[src/rtl/weighted_roundrobin.sv]
// Weighted round-robin arbiter: 64-slot schedule table picks one of four
// virtual channels per cycle, with circular fallback past empty channels.
module weighted_roundrobin (
  input  logic         clk0,
  input  logic         rst,
  input  logic         enb,
  input  logic         init,
  input  logic [127:0] tester_input,
  input  logic [3:0]   pop_vchannel0,
  input  logic [3:0]   pop_vchannel1,
  input  logic [3:0]   pop_vchannel2,
  input  logic [3:0]   pop_vchannel3,
  input  logic         empty_vchannel0,
  input  logic         empty_vchannel1,
  input  logic         empty_vchannel2,
  input  logic         empty_vchannel3,
  output logic [3:0]   wghtd_output
);

  // Default order 0,1,2,3 repeated: each byte packs slots 3..0 as 3,2,1,0.
  localparam logic [127:0] DefTbl = {16{8'hE4}};

  logic [127:0] tbl_q, tbl_d;
  logic [5:0]   ptr_q, ptr_d;
  logic [3:0]   out_q, out_d;

  logic [3:0] empty;
  logic [3:0] pop [4];
  logic [1:0] slot_ch;
  logic [1:0] gnt_ch;
  logic [1:0] cand;
  logic       gnt_vld;

  assign empty  = {empty_vchannel3, empty_vchannel2,
                   empty_vchannel1, empty_vchannel0};
  assign pop[0] = pop_vchannel0;
  assign pop[1] = pop_vchannel1;
  assign pop[2] = pop_vchannel2;
  assign pop[3] = pop_vchannel3;

  assign slot_ch = tbl_q[{ptr_q, 1'b0} +: 2];

  // Grant: scheduled channel first, then c+1, c+2, c+3 circularly.
  // Scan from the farthest offset so the nearest non-empty one wins.
  always_comb begin
    gnt_vld = 1'b0;
    gnt_ch  = slot_ch;
    cand    = slot_ch;
    for (int i = 3; i >= 0; i--) begin
      cand = slot_ch + 2'(i);
      if (!empty[cand]) begin
        gnt_vld = 1'b1;
        gnt_ch  = cand;
      end
    end
  end

  // Next state: reset beats load beats enable; otherwise hold.
  always_comb begin
    tbl_d = tbl_q;
    ptr_d = ptr_q;
    out_d = out_q;
    if (init) begin
      tbl_d = tester_input;
      ptr_d = '0;
      out_d = '0;
    end else if (enb) begin
      ptr_d = ptr_q + 6'd1;
      out_d = gnt_vld ? pop[gnt_ch] : 4'h0;
    end
  end

  // State registers with synchronous active-high reset.
  always_ff @(posedge clk0) begin
    if (rst) begin
      tbl_q <= DefTbl;
      ptr_q <= '0;
      out_q <= '0;
    end else begin
      tbl_q <= tbl_d;
      ptr_q <= ptr_d;
      out_q <= out_d;
    end
  end

  assign wghtd_output = out_q;

endmodule

[config.mk]
export PLATFORM = sky130hd
export DESIGN_NAME = weighted_roundrobin
export DESIGN_NICKNAME = d
export VERILOG_FILES = /design/src/rtl/weighted_roundrobin.sv
export SDC_FILE = /design/constraint.sdc
export NUM_CORES = 1
export LEC_CHECK = 0
export ABC_CLOCK_PERIOD_IN_PS = 4300
export BUFFER_PORTS_ARGS = -buffer_cell sky130_fd_sc_hd__buf_2
export CELL_PAD_IN_SITES_DETAIL_PLACEMENT = 0
export CELL_PAD_IN_SITES_GLOBAL_PLACEMENT = 2
export CORE_AREA = 2 2 136 138
export CTS_CLUSTER_DIAMETER = 40
export CTS_CLUSTER_SIZE = 14
export DETAILED_ROUTE_END_ITERATION = 8
export DIE_AREA = 0 0 138 140
export GPL_TIMING_DRIVEN = 1
export PLACE_DENSITY_LB_ADDON = 0.25
export SYNTH_ARGS = -nofsm -noshare
export SYNTH_HDL_FRONTEND = slang
export SYNTH_SLANG_ARGS = --single-unit
[constraint.sdc]
create_clock -name clk0 -period 4.3 [get_ports clk0]
set_input_delay 0.215 -clock clk0 [delete_from_list [all_inputs] [get_ports clk0]]
set_output_delay 0.215 -clock clk0 [all_outputs]
set_load 0.01 [all_outputs]
* Yosys cells after proc, flatten, opt, wreduce, memory -nomap -nowiden *
Cells that the tools add are included.
Widths: inputs -> output; s select.

cells by class
  $add $sub $neg = 4
  $lt $le $gt $ge = 5
  shifts and indexed selects = 1
  mux-type cells = 20
  bitwise logic cells = 1
  reductions and logical operators = 1

operator list
  cell                 count
  $shiftx 128x8->2     1
  $lt 2x3->1 const B   4
  $mux 4               3
  $bmux 1 s2           4
  $bmux 4 s2           1
  $mux 1               8
  $mux 2               4
  $add 6x1->6 const B  1
  $add 2x2->2 const B  2
  $ge 3x3->1 const B   1
  $not 2->3            1
  $add 2x1->2 const B  1
  $reduce_or 2->1      1

storage, ports and cells
  flip-flop bits (word level) = 138
  input bits = 152
  output and inout bits = 4

* Longest topological paths before layout *
Gate-level depths: netlist of run 1.

  word-level depth = 13
  gate-level depth with buffers = 11
  mapped depth without buffers = 8

* Least setup slack after synthesis of run 1 *
No wires, ideal clock.

  kind = reg2reg
  from = register ptr_q[0]
  to = register out_q[0], in the netlist wghtd_output[0]
  setup time = 133 ps
  arrival = 2555 ps
  data required time = 4167 ps
  path slack = 1612 ps
  stages on the path, launching flop included = 10
  buffers on the path = 1
  period minus slack after synthesis = 2688 ps
  cells stage by stage = dfxtp_1 buf_6 mux4_1 o221ai_1 a2111oi_1 or4_1 mux2_4 nand3_4 mux2i_1 o221ai_1

between the ends
  word-level cells in the longest chain between the ends = 13
  elaborated cells on any way between the ends = 25

RTL lines
  item                                       RTL line  RTL
  start, declared                            24        logic [5:0] ptr_q, ptr_d;
  start signal, assigned                     81        ptr_q <= ptr_d;
  $shiftx 128x8->2 (*)                       41        assign slot_ch = tbl_q[{ptr_q, 1'b0} +: 2];
  $add 2x2->2                                50        cand = slot_ch + 2'(i);
  $bmux 1 s2                                 51        if (!empty[cand]) begin
  $mux 1 (implied by the code)               51
  $mux 2 (4 in a row)                        51
  $not 2->3 (implied by the code)            69        out_d = gnt_vld ? pop[gnt_ch] : 4'h0;
  $bmux 4 s2                                 69
  $mux 4 (implied by the code) (2 in a row)  69
  $mux 4 (*)                                 69
  end signal, assigned                       82        out_q <= out_d;
  end, declared                              25        logic [3:0] out_q, out_d;

Every way passes the cells marked *; elsewhere a longest branch is shown, timed or not. The select of a mux whose other input is x is not followed.
A chain may end at the register's enable or synchronous reset.

* Worst setup path in the final report of run 1 *
Same ends and word-level chain as after synthesis.

==> reports/qor.yml, run 1 <==
logic_synthesis:
  synth-seq-cells: 138
  yosysUniqueCellTypes: 51
  ys_async_sr_fraction_pct: 0
  syn_nets: 726
  syn-cell-area_um2: 6280
  yosysWarnings: 0
  netlist_instances: 573
  synthSimpleGateAreaFrac_pct: 13.8
  synth-edff-count: 0
  synthAdderAreaFrac_pct: 0.199
  synth-seq-area-share_pct: 44.0
  synth_top_family_by_area: "multiplexers"
  synth_xor_area_share_pct: 0.558
  synth_compound_area_share_pct: 12.8
  synthFlopType: "dfxtp_1"
  synth.avg_cell_area_um2: 11.0
  muxShareOfSynthArea_pct: 24.8
cells_and_area:
  antenna_cells: 0
  area_delta_synth_final_pct: 29.5
  layout_commonest_cell: "buf_2"
  drive_above_1_share_pct: 30.8
  seq_area_um2: 2770
  finalNetCount: 891
  multi_input_area_um2: 3270
  fillers: 1725
  final_util_pct: 45.7
  layout_common_cells: "buf_2, dfxtp_1, mux2i_1"
  fin_area_um2: 8130
  fin_cells: 979
place:
  post-dp-hpwl_um: 11600
  placed_area_um2: 7180
  place_inst: 913
  place.gp.congestion: 0.822
  port_buffers: 155
clock_tree:
  clock_path_buffers: 2
  clk_latency_ns: 0.42
  post_cts_resized: 0
  htreeDepth: 4
  cts_sinks: 138
  clk_pin_slew_ns: 0.06
  root_buffer: "clkbuf_16"
  cts_tree: "done"
  numCtsBuffers: 17
floorplan:
  ios: 156
  dieArea_um2: 19300
  start_util_pct: 35.3
  rows: 49
  die_y_um: 140
  die-width_um: 138
  core_um2: 17800
sta:
  worst_slew_pin_slew_ns: 1.10
  slew-limit-headroom_pct: 26.3
  setup_viol_count_final: 0
  rsz0062_at_grt: "no"
  fmax_mhz: 281
  post-route-period-util_pct: 82.8
  drv_slew: 0
  min_period_ns: 3.56
  finalClockSkew_ns: 0.00731
  hold_viol_final: 0
  finalSetupTns_ns: 0
power:
  p_per_area_nw_per_um2: 402
  vdd.ir_drop.worst_mv: 0.284
  finalPower_mw: 3.27
  power_leakage_nw: 3.55
detailed_routing:
  vias_per_cell: 5.02
  avgRoutedWirePerCell_um: 16.9
  drcViolationCount: 0
  dr.first_iter.drc_count: 317
  vias: 4917
  wirelength_um: 16600
  ant_nets: 0
  drtPass1Iterations: 4
critical_path:
  cp_max_fo: 21
  crit_path_end_kind: "register"
  r2r_start: "ptr_q[0]"
  cp.required_ns: 4.58
  arrival_ns: 3.84
  worstSetupStartpoint: "ptr_q[0]"
  startpoint_type: "register"
  path_class: "register to register"
global_routing:
  grt_overflow: 0
  grt_usage_pct: 17.2
  grt_pass1_vias: 4948
  grt_max_degree: 122
  grt_pass1_wl_um: 26600
  antenna_found_initial: 0
run_status:
  status: "finished, final reports clean"
run:
  cap_violations: 0
hold_path:
  hp-class: "input port to register"
  worstHoldStart: "tester_input[94]"
-- critical path, cell delays in order, from the launching register on --
cell	delay (ns)
dfxtp_2	0.83
buf_4	0.31
mux4_2	0.54
a221oi_2	0.28
a311oi_1	0.11
or4_1	0.53
mux2_4	0.30
nand3_4	0.14
mux2i_1	0.24
o221ai_1	0.14
-- cells by family (layout without fill, tap and decap cells) --
family	after synthesis	after routing
AND/OR/NAND/NOR	171	171
flip-flops	138	138
multiplexers	113	113
AO/OA/AOI/OAI	91	91
buffers and inverters	55	232
XOR/XNOR	4	4
adder cells (fa/ha/maj)	1	1
-- power by group --
group | leakage, nW | internal, mW | switching [mW] | total [mW]
registers | 1.14 | 1.36 | 0.0512 | 1.41
clock network | 0.287 | 0.935 | 0.544 | 1.48
logic | 2.12 | 0.216 | 0.162 | 0.378
total | 3.55 | 2.51 | 0.758 | 3.27
-- per-layer routing --
metal	share of wire, %	track usage, %	vias to the layer above
li1	-	-	2429
met4	1.2	4.99	0
met5	0	0	-
met1	47	23.6	2356
met3	4.0	4.00	18
met2	48	27.4	114
-- stage by stage --
| step | worst slack [ns] | hold slack, ns |
|---|---|---|
| after floorplan | 1.61 | 0.337 |
| after global placement | 0.876 | 0.420 |
| after detailed placement | 0.672 | 0.428 |
| after CTS | 0.665 | 0.0000598 |
| after global routing | 0.481 | 0.000256 |
| final | 0.741 | 0.0153 |
-- final timing paths --
kind | end | cells past startpoint | slack [ns]
worst max-delay path | wghtd_output[0] | 9 | 0.74
worst min-delay path | tbl_q[94] | 2 | 0.02
worst max register to register | wghtd_output[0] | 9 | 0.74
worst min register to register | wghtd_output[1] | 2 | 0.48
-- registers in the layout, indices dropped and copies added, names as in the netlist --
name / cells
tbl_q: 128
ptr_q: 6
wghtd_output: 4
-- area by class of cell --
cell class	count	area share [%]
clock buffers	19	5.57
clock inverters	12	1.83
inverters	6	0.277
multi-input cells	380	40.2
flip-flops and latches	138	34.0
well taps	229	3.52
repair buffers	195	14.6
-- Yosys cell counts, drive strengths merged (3+ instances only) --
library cell    n  area share [%]
nor2b          66             6.6
inv             6            0.36
mux2i          78              12
nor2           73             4.4
clkbuf         37             2.2
mux4           32              12
nand3           4            0.52
mux2            3            0.60
nand2          14            0.84
o221ai          9             1.4
buf            12             1.3
a211o          64             8.9
dfxtp         138              44
-- repair_timing --
| action | in CTS | in global routing |
|---|---|---|
| endpoints found under the hold margin | 35 | 0 |
| setup buffers | 0 | 0 |
| hold buffers | 35 | 0 |
Note: power is estimated with default switching activity, not from simulation.
==> run 2, diff against run 1 <==
- ABC_CLOCK_PERIOD_IN_PS: 4300 -> 3250
- CORE_AREA: 2 2 136 138 -> 2 2 148 150
- DIE_AREA: 0 0 138 140 -> 0 0 150 152
- clock period: 4.3 -> 3.25 ns (I/O delays scaled with it)
==> reports/qor.yml, run 2 (synthesis results as in run 1) <==
run_status:
  status: "finished, final reports clean"
place:
  port_buffers: 155  # unchanged
  place.gp.congestion: 0.757  # -8.0%
  post-dp-hpwl_um: 12000  # +4.1%
  dp_slack_ns: 0.0277  # -0.644 ns
detailed_routing:
  drcViolationCount: 0  # unchanged
  vias: 5162  # +5.0%
  m1WireLength_um: 8480  # +8.5%
  avgRoutedWirePerCell_um: 15.5  # -8.6%
  highest_layer: "met4"
  wl_met2_um: 7930  # +0.53%
  vias_per_cell: 4.59  # -8.6%
  wirelength_um: 17400  # +5.0%
  dr.first_iter.drc_count: 226  # -29%
  ant_nets: 0  # unchanged
  met3_length_um: 769  # +15%
  drtPass1Iterations: 4  # unchanged
sta:
  fmax_mhz: 333  # +18%
  rsz0062_at_grt: "no"
  worst_slew_pin_slew_ns: 0.893  # -0.212 ns
  slew-limit-headroom_pct: 40.5  # +14 points
  setup_viol_count_final: 0  # unchanged
  drv_slew: 0  # unchanged
  worst_slack_ns: 0.247  # -0.495 ns
  min_period_ns: 3.00  # -0.555 ns
  finalSetupTns_ns: 0  # unchanged
  hold_viol_final: 0  # unchanged
  finalClockSkew_ns: 0.00649  # -0.000816 ns
  post-route-period-util_pct: 92.4  # +9.7 points
floorplan:
  ios: 156  # unchanged
  rows: 54  # +10%
  die-width_um: 150  # +8.7%
  dieArea_um2: 22800  # +18%
  core_um2: 21400  # +20%
  start_util_pct: 29.4  # -5.9 points
  die_y_um: 152  # +8.6%
cells_and_area:
  fillers: 2116  # +23%
  multi_input_area_um2: 3280  # +0.34%
  seq_area_um2: 2770  # +0.18%
  layout_common_cells: "buf_2, dfxtp_1, dlygate4sd3_1"
  final_util_pct: 43.1  # -2.7 points
  drive_above_1_share_pct: 28.2  # -2.6 points
  finalNetCount: 986  # +11%
  largest_reg_flops: 128  # unchanged
  area_delta_synth_final_pct: 46.5
  top_register: "tbl_q"
  antenna_cells: 0  # unchanged
  layout_commonest_cell: "buf_2"
clock_tree:
  numCtsBuffers: 17  # unchanged
  cts_tree: "done"
  clk_latency_ns: 0.42  # about the same
  htreeDepth: 4  # unchanged
  cts_sinks: 138  # unchanged
  root_buffer: "clkbuf_16"
  post_cts_buffers: 0  # unchanged
  clock_path_buffers: 2  # unchanged
  clk_pin_slew_ns: 0.06  # about the same
power:
  p_int_mw: 3.53  # +40%
  p_clk_share_pct: 46.2  # +1.0 points
  pwr-share-seq_pct: 40.8  # -2.4 points
  vdd.ir_drop.worst_mv: 0.268  # -5.6%
  p_sw_mw: 1.03  # +36%
  switching_share_pct: 22.6  # -0.59 points
  power_leakage_nw: 3.98  # +12%
  p_per_area_nw_per_um2: 496  # +23%
  p_comb_share_pct: 13.1  # +1.5 points
hold_path:
  hold_depth: 3  # +1
  hp-class: "input port to register"
  worstHoldStart: "tester_input[19]"
  min_to: "tbl_q[19]"
global_routing:
  grt_usage_pct: 15.3  # -1.9 points
  grt_pass1_vias: 5086  # +2.8%
  grt_max_degree: 102  # -16%
  grt_pass1_wl_um: 26900  # +1.2%
  antenna_found_initial: 0  # unchanged
  grt_overflow: 0  # unchanged
critical_path:
  crit_path_end_kind: "register"
  startpoint_type: "register"
  cp.required_ns: 3.54  # -1.04 ns
  critPathSlowestCell: "mux4_1"
  cp_max_fo: 15  # -29%
  reg2reg_depth: 8  # -1
  path_cells: "mux4_1, o221ai_1, a2111oi_2, or4_1, mux2_4, nand3_4, mux2i_1, o221ai_1"
  critPathMaxStageDelay_ns: 0.59  # -0.24 ns
  r2r_start: "ptr_q[0]"
  timing.rr.end: "wghtd_output[0]"
  path_class: "register to register"
  r2r_slack_ns: 0.25  # -0.49 ns
  arrival_ns: 3.29  # -0.55 ns
  path_common_cell: "o221ai_1"
run:
  cap_violations: 0  # unchanged
==> run 2: routing by layer <==
metal | vias to the layer above | GRT usage (%)
met4 | 0 | 5.12
met1 | 2409 | 20.9
met2 | 123 | 24.1
met3 | 12 | 3.09
li1 | 2618 | -
met5 | - | 0
==> run 2: area by class of cell <==
cell class | instances | area share (%)
inverter | 6 | 0.245
multi-input combinational | 380 | 35.7
sequential | 138 | 30.1
clock buffer | 18 | 4.78
tap | 280 | 3.81
clock inverter | 12 | 2.16
timing repair buffer | 290 | 23.2
==> run 2: worst max path at each step <==
stage / from / endpoint / slack, ns / cells past startpoint
after global placement: ptr_q[0] / wghtd_output[2] / 0.19 / 9
after global routing: ptr_q[0] / wghtd_output[0] / 0.08 / 8
after CTS: ptr_q[0] / wghtd_output[0] / 0.03 / 8
after detailed placement: ptr_q[0] / wghtd_output[0] / 0.03 / 9
after floorplan: ptr_q[0] / wghtd_output[0] / 0.56 / 9
final: ptr_q[0] / wghtd_output[0] / 0.25 / 8
==> run 2: per-stage QoR <==
| step | hold slack [ns] | std cells | power (mW) | instance area [um^2] |
|---|---|---|---|---|
| floorplan | 0.285 | 573 | 2.19 | 6280 |
| global placement | 0.368 | 970 | 2.37 | 7300 |
| detailed placement | 0.373 | 970 | 2.38 | 7300 |
| CTS | 0.0101 | 1124 | 4.62 | 9180 |
| global route | 0.0180 | 1124 | 4.76 | 9200 |
| finish | 0.0208 | 1124 | 4.56 | 9200 |
==> run 2: power groups by stage <==
stage / sequential, mW / combinational (mW) / clock (mW)
after floorplan: 1.87 / 0.324 / 0
after global placement: 1.90 / 0.474 / 0
after detailed placement: 1.90 / 0.486 / 0
after CTS: 1.86 / 0.603 / 2.16
after global routing: 1.87 / 0.652 / 2.23
final: 1.86 / 0.596 / 2.10
==> run 2: worst max-delay path: cells and delay by family, from the launching register on <==
| family | cells | cell delay [ns] |
|---|---|---|
| AND/OR/NAND/NOR | 2 | 0.71 |
| multiplexers | 3 | 1.13 |
| flip-flops | 1 | 0.52 |
| AO/OA/AOI/OAI | 3 | 0.50 |
==> run 2: what timing repair did <==
item	4_1_cts	5_1_grt
hold endpoints to repair	124	0
hold buffers	124	0
resized for setup	0	4
setup endpoints to repair	0	4
==> run 3, diff against run 2 <==
- CORE_AREA: 2 2 148 150 -> 2 2 146 148
- CTS_BUF_LIST: unset -> sky130_fd_sc_hd__clkbuf_4
- DIE_AREA: 0 0 150 152 -> 0 0 148 150
==> reports/qor.yml, run 3 (synthesis results as in run 1) <==
power:
  p_clk_share_pct: 33.0  # -13 points
  vdd.ir_drop.worst_mv: 0.260  # -3.2%
  p_comb_share_pct: 16.7  # +3.6 points
  pwr-share-seq_pct: 50.3  # +9.5 points
  switching_share_pct: 25.2  # +2.6 points
  p_int_mw: 2.77  # -21%
  power_leakage_nw: 3.93  # -1.2%
  p_sw_mw: 0.935  # -9.1%
  p_per_area_nw_per_um2: 408  # -18%
cells_and_area:
  largest_reg_flops: 128  # unchanged
  seq_area_um2: 2770  # about the same
  multi_input_area_um2: 3280  # -0.19%
  fillers: 2032  # -4.0%
  top_register: "tbl_q"
  drive_above_1_share_pct: 27.8  # -0.41 points
  area_delta_synth_final_pct: 44.9
  finalNetCount: 1011  # +2.5%
  layout_common_cells: "buf_2, dlygate4sd3_1, dfxtp_1"
  layout_commonest_cell: "buf_2"
critical_path:
  path_class: "register to register"
  crit_path_end_kind: "register"
  path_cells: "buf_4, mux4_2, mux2i_1, o32ai_1, or4_1, mux2_4, nand3_4, mux2i_1, o221ai_1"
  cp.required_ns: 3.66  # +0.12 ns
  crit_end: "wghtd_output[1]"
  path_delay_family: "multiplexers"
  reg2reg_depth: 9  # +1
  arrival_ns: 3.50  # +0.21 ns
  r2r_slack_ns: 0.17  # -0.08 ns
  cp_max_fo: 10  # -5
  critPathMaxStageDelay_ns: 0.53  # -0.06 ns
  r2r_start: "ptr_q[1]"
  path_common_cell: "mux2i_1"
  crit_buf_inv: 1  # +1
  timing.rr.end: "wghtd_output[1]"
  startpoint_type: "register"
  worstSetupStartpoint: "ptr_q[1]"
  crit_cells: 9  # +1
  critPathSlowestCell: "mux4_2"
sta:
  post-route-period-util_pct: 94.9  # +2.5 points
  drv_slew: 0  # unchanged
  finalClockSkew_ns: 0.0136  # +0.00708 ns
  setup_viol_count_final: 0  # unchanged
  worst_slew_pin_slew_ns: 0.684  # -0.209 ns
  min_period_ns: 3.08  # +0.0798 ns
  rsz0062_at_grt: "no"
  fmax_mhz: 324  # -2.6%
  hold_viol_final: 0  # unchanged
  whs_ns: 0.108  # +0.0877 ns
  slew-limit-headroom_pct: 54.4  # +14 points
  finalSetupTns_ns: 0  # unchanged
clock_tree:
  post_cts_buffers: 0  # unchanged
  cts_sinks: 138  # unchanged
  numCtsBuffers: 17  # unchanged
  clk_pin_slew_ns: 0.12  # +0.06 ns
  clock_path_buffers: 2  # unchanged
  clk_latency_ns: 0.53  # +0.11 ns
  htreeDepth: 4  # unchanged
  cts_tree: "done"
  root_buffer: "clkbuf_4"
floorplan:
  die_y_um: 150  # -1.3%
  rows: 53  # -1.9%
  ios: 156  # unchanged
  die-width_um: 148  # -1.3%
  start_util_pct: 30.3  # +0.94 points
  core_um2: 20700  # -3.1%
  dieArea_um2: 22200  # -2.6%
detailed_routing:
  vias: 5415  # +4.9%
  drtPass1Iterations: 4  # unchanged
  met3_length_um: 719  # -6.5%
  highest_layer: "met4"
  dr.first_iter.drc_count: 351  # +55%
  avgRoutedWirePerCell_um: 15.8  # +2.3%
  wl_met2_um: 8820  # +11%
  vias_per_cell: 4.72  # +2.8%
  ant_nets: 0  # unchanged
  wirelength_um: 18100  # +4.3%
  m1WireLength_um: 8330  # -1.7%
  drcViolationCount: 0  # unchanged
global_routing:
  grt_pass1_vias: 5397  # +6.1%
  antenna_found_initial: 1  # +1
  grt_overflow: 0  # unchanged
  grt_usage_pct: 16.3  # +1.0 points
  grt_pass1_wl_um: 27900  # +3.8%
  grt_max_degree: 84  # -18%
place:
  port_buffers: 155  # unchanged
  place.gp.congestion: 0.792  # +4.7%
  post-dp-hpwl_um: 12500  # +4.2%
hold_path:
  hp-class: "input port to register"
  hold_depth: 2  # -1
run:
  cap_violations: 0  # unchanged
run_status:
  status: "finished, final reports clean"
run 3: cell count changes in the layout (fill, tap and decap cells not counted), sizes merged:
cell | previous run | this run
dlygate4sd3 | 124 | 145
clkinvlp | 1 | 4
clkinv | 6 | 7
buf | 166 | 170
bufinv | 5 | 4
clkbuf | 18 | 17
diode | 0 | 1
run 3: how the worst min path moves through the flow:
stage,from,to,slack (ns)
after floorplan,tester_input[101],tbl_q[101],0.28
after global placement,tester_input[39],tbl_q[39],0.37
after detailed placement,tester_input[15],tbl_q[15],0.37
after CTS,rst,tbl_q[99],0.06
after global routing,rst,tbl_q[92],0.06
final,rst,tbl_q[99],0.11
run 3: layout make-up:
type	count	share of cell area, %
well taps	275	3.78
repair buffers	315	26.1
clock inverters	15	1.99
clock buffers	17	1.40
flip-flops and latches	138	30.4
inverters	6	0.248
multi-input cells	380	36.0
diodes	1	0.0275
run 3: power by group through the flow:
stage	clock [mW]	sequential, mW	combinational (mW)
detailed placement	0	1.90	0.487
floorplan	0	1.87	0.324
CTS	1.28	1.86	0.624
finish	1.22	1.86	0.619
global placement	0	1.90	0.477
global route	1.35	1.87	0.677
run 3: layer usage:
| metal | GRT usage, % | vias to the layer above |
|---|---|---|
| met4 | 4.52 | 0 |
| met1 | 20.9 | 2574 |
| met3 | 4.33 | 20 |
| met5 | 0 | - |
| li1 | - | 2678 |
| met2 | 27.2 | 143 |
run 3: metrics by stage:
stage | std cells | setup WS, ns | instance area, um^2 | util [%] | total power, mW
2_1_floorplan | 573 | 0.562 | 6280 | - | 2.19
3_3_place_gp | 969 | 0.283 | 7330 | 35.4 | 2.38
3_5_place_dp | 969 | 0.147 | 7330 | 35.4 | 2.39
4_1_cts | 1146 | 0.145 | 9090 | 43.9 | 3.77
5_1_grt | 1147 | 0.0238 | 9090 | 44.0 | 3.90
6_report | 1147 | 0.167 | 9090 | 44.0 | 3.71
run 3: timing repair:
| item | in CTS | in global routing |
|---|---|---|
| hold buffers | 145 | 0 |
| gates resized for setup | 0 | 2 |
| endpoints found under the hold margin | 136 | 0 |
| endpoints found under the setup margin | 0 | 4 |
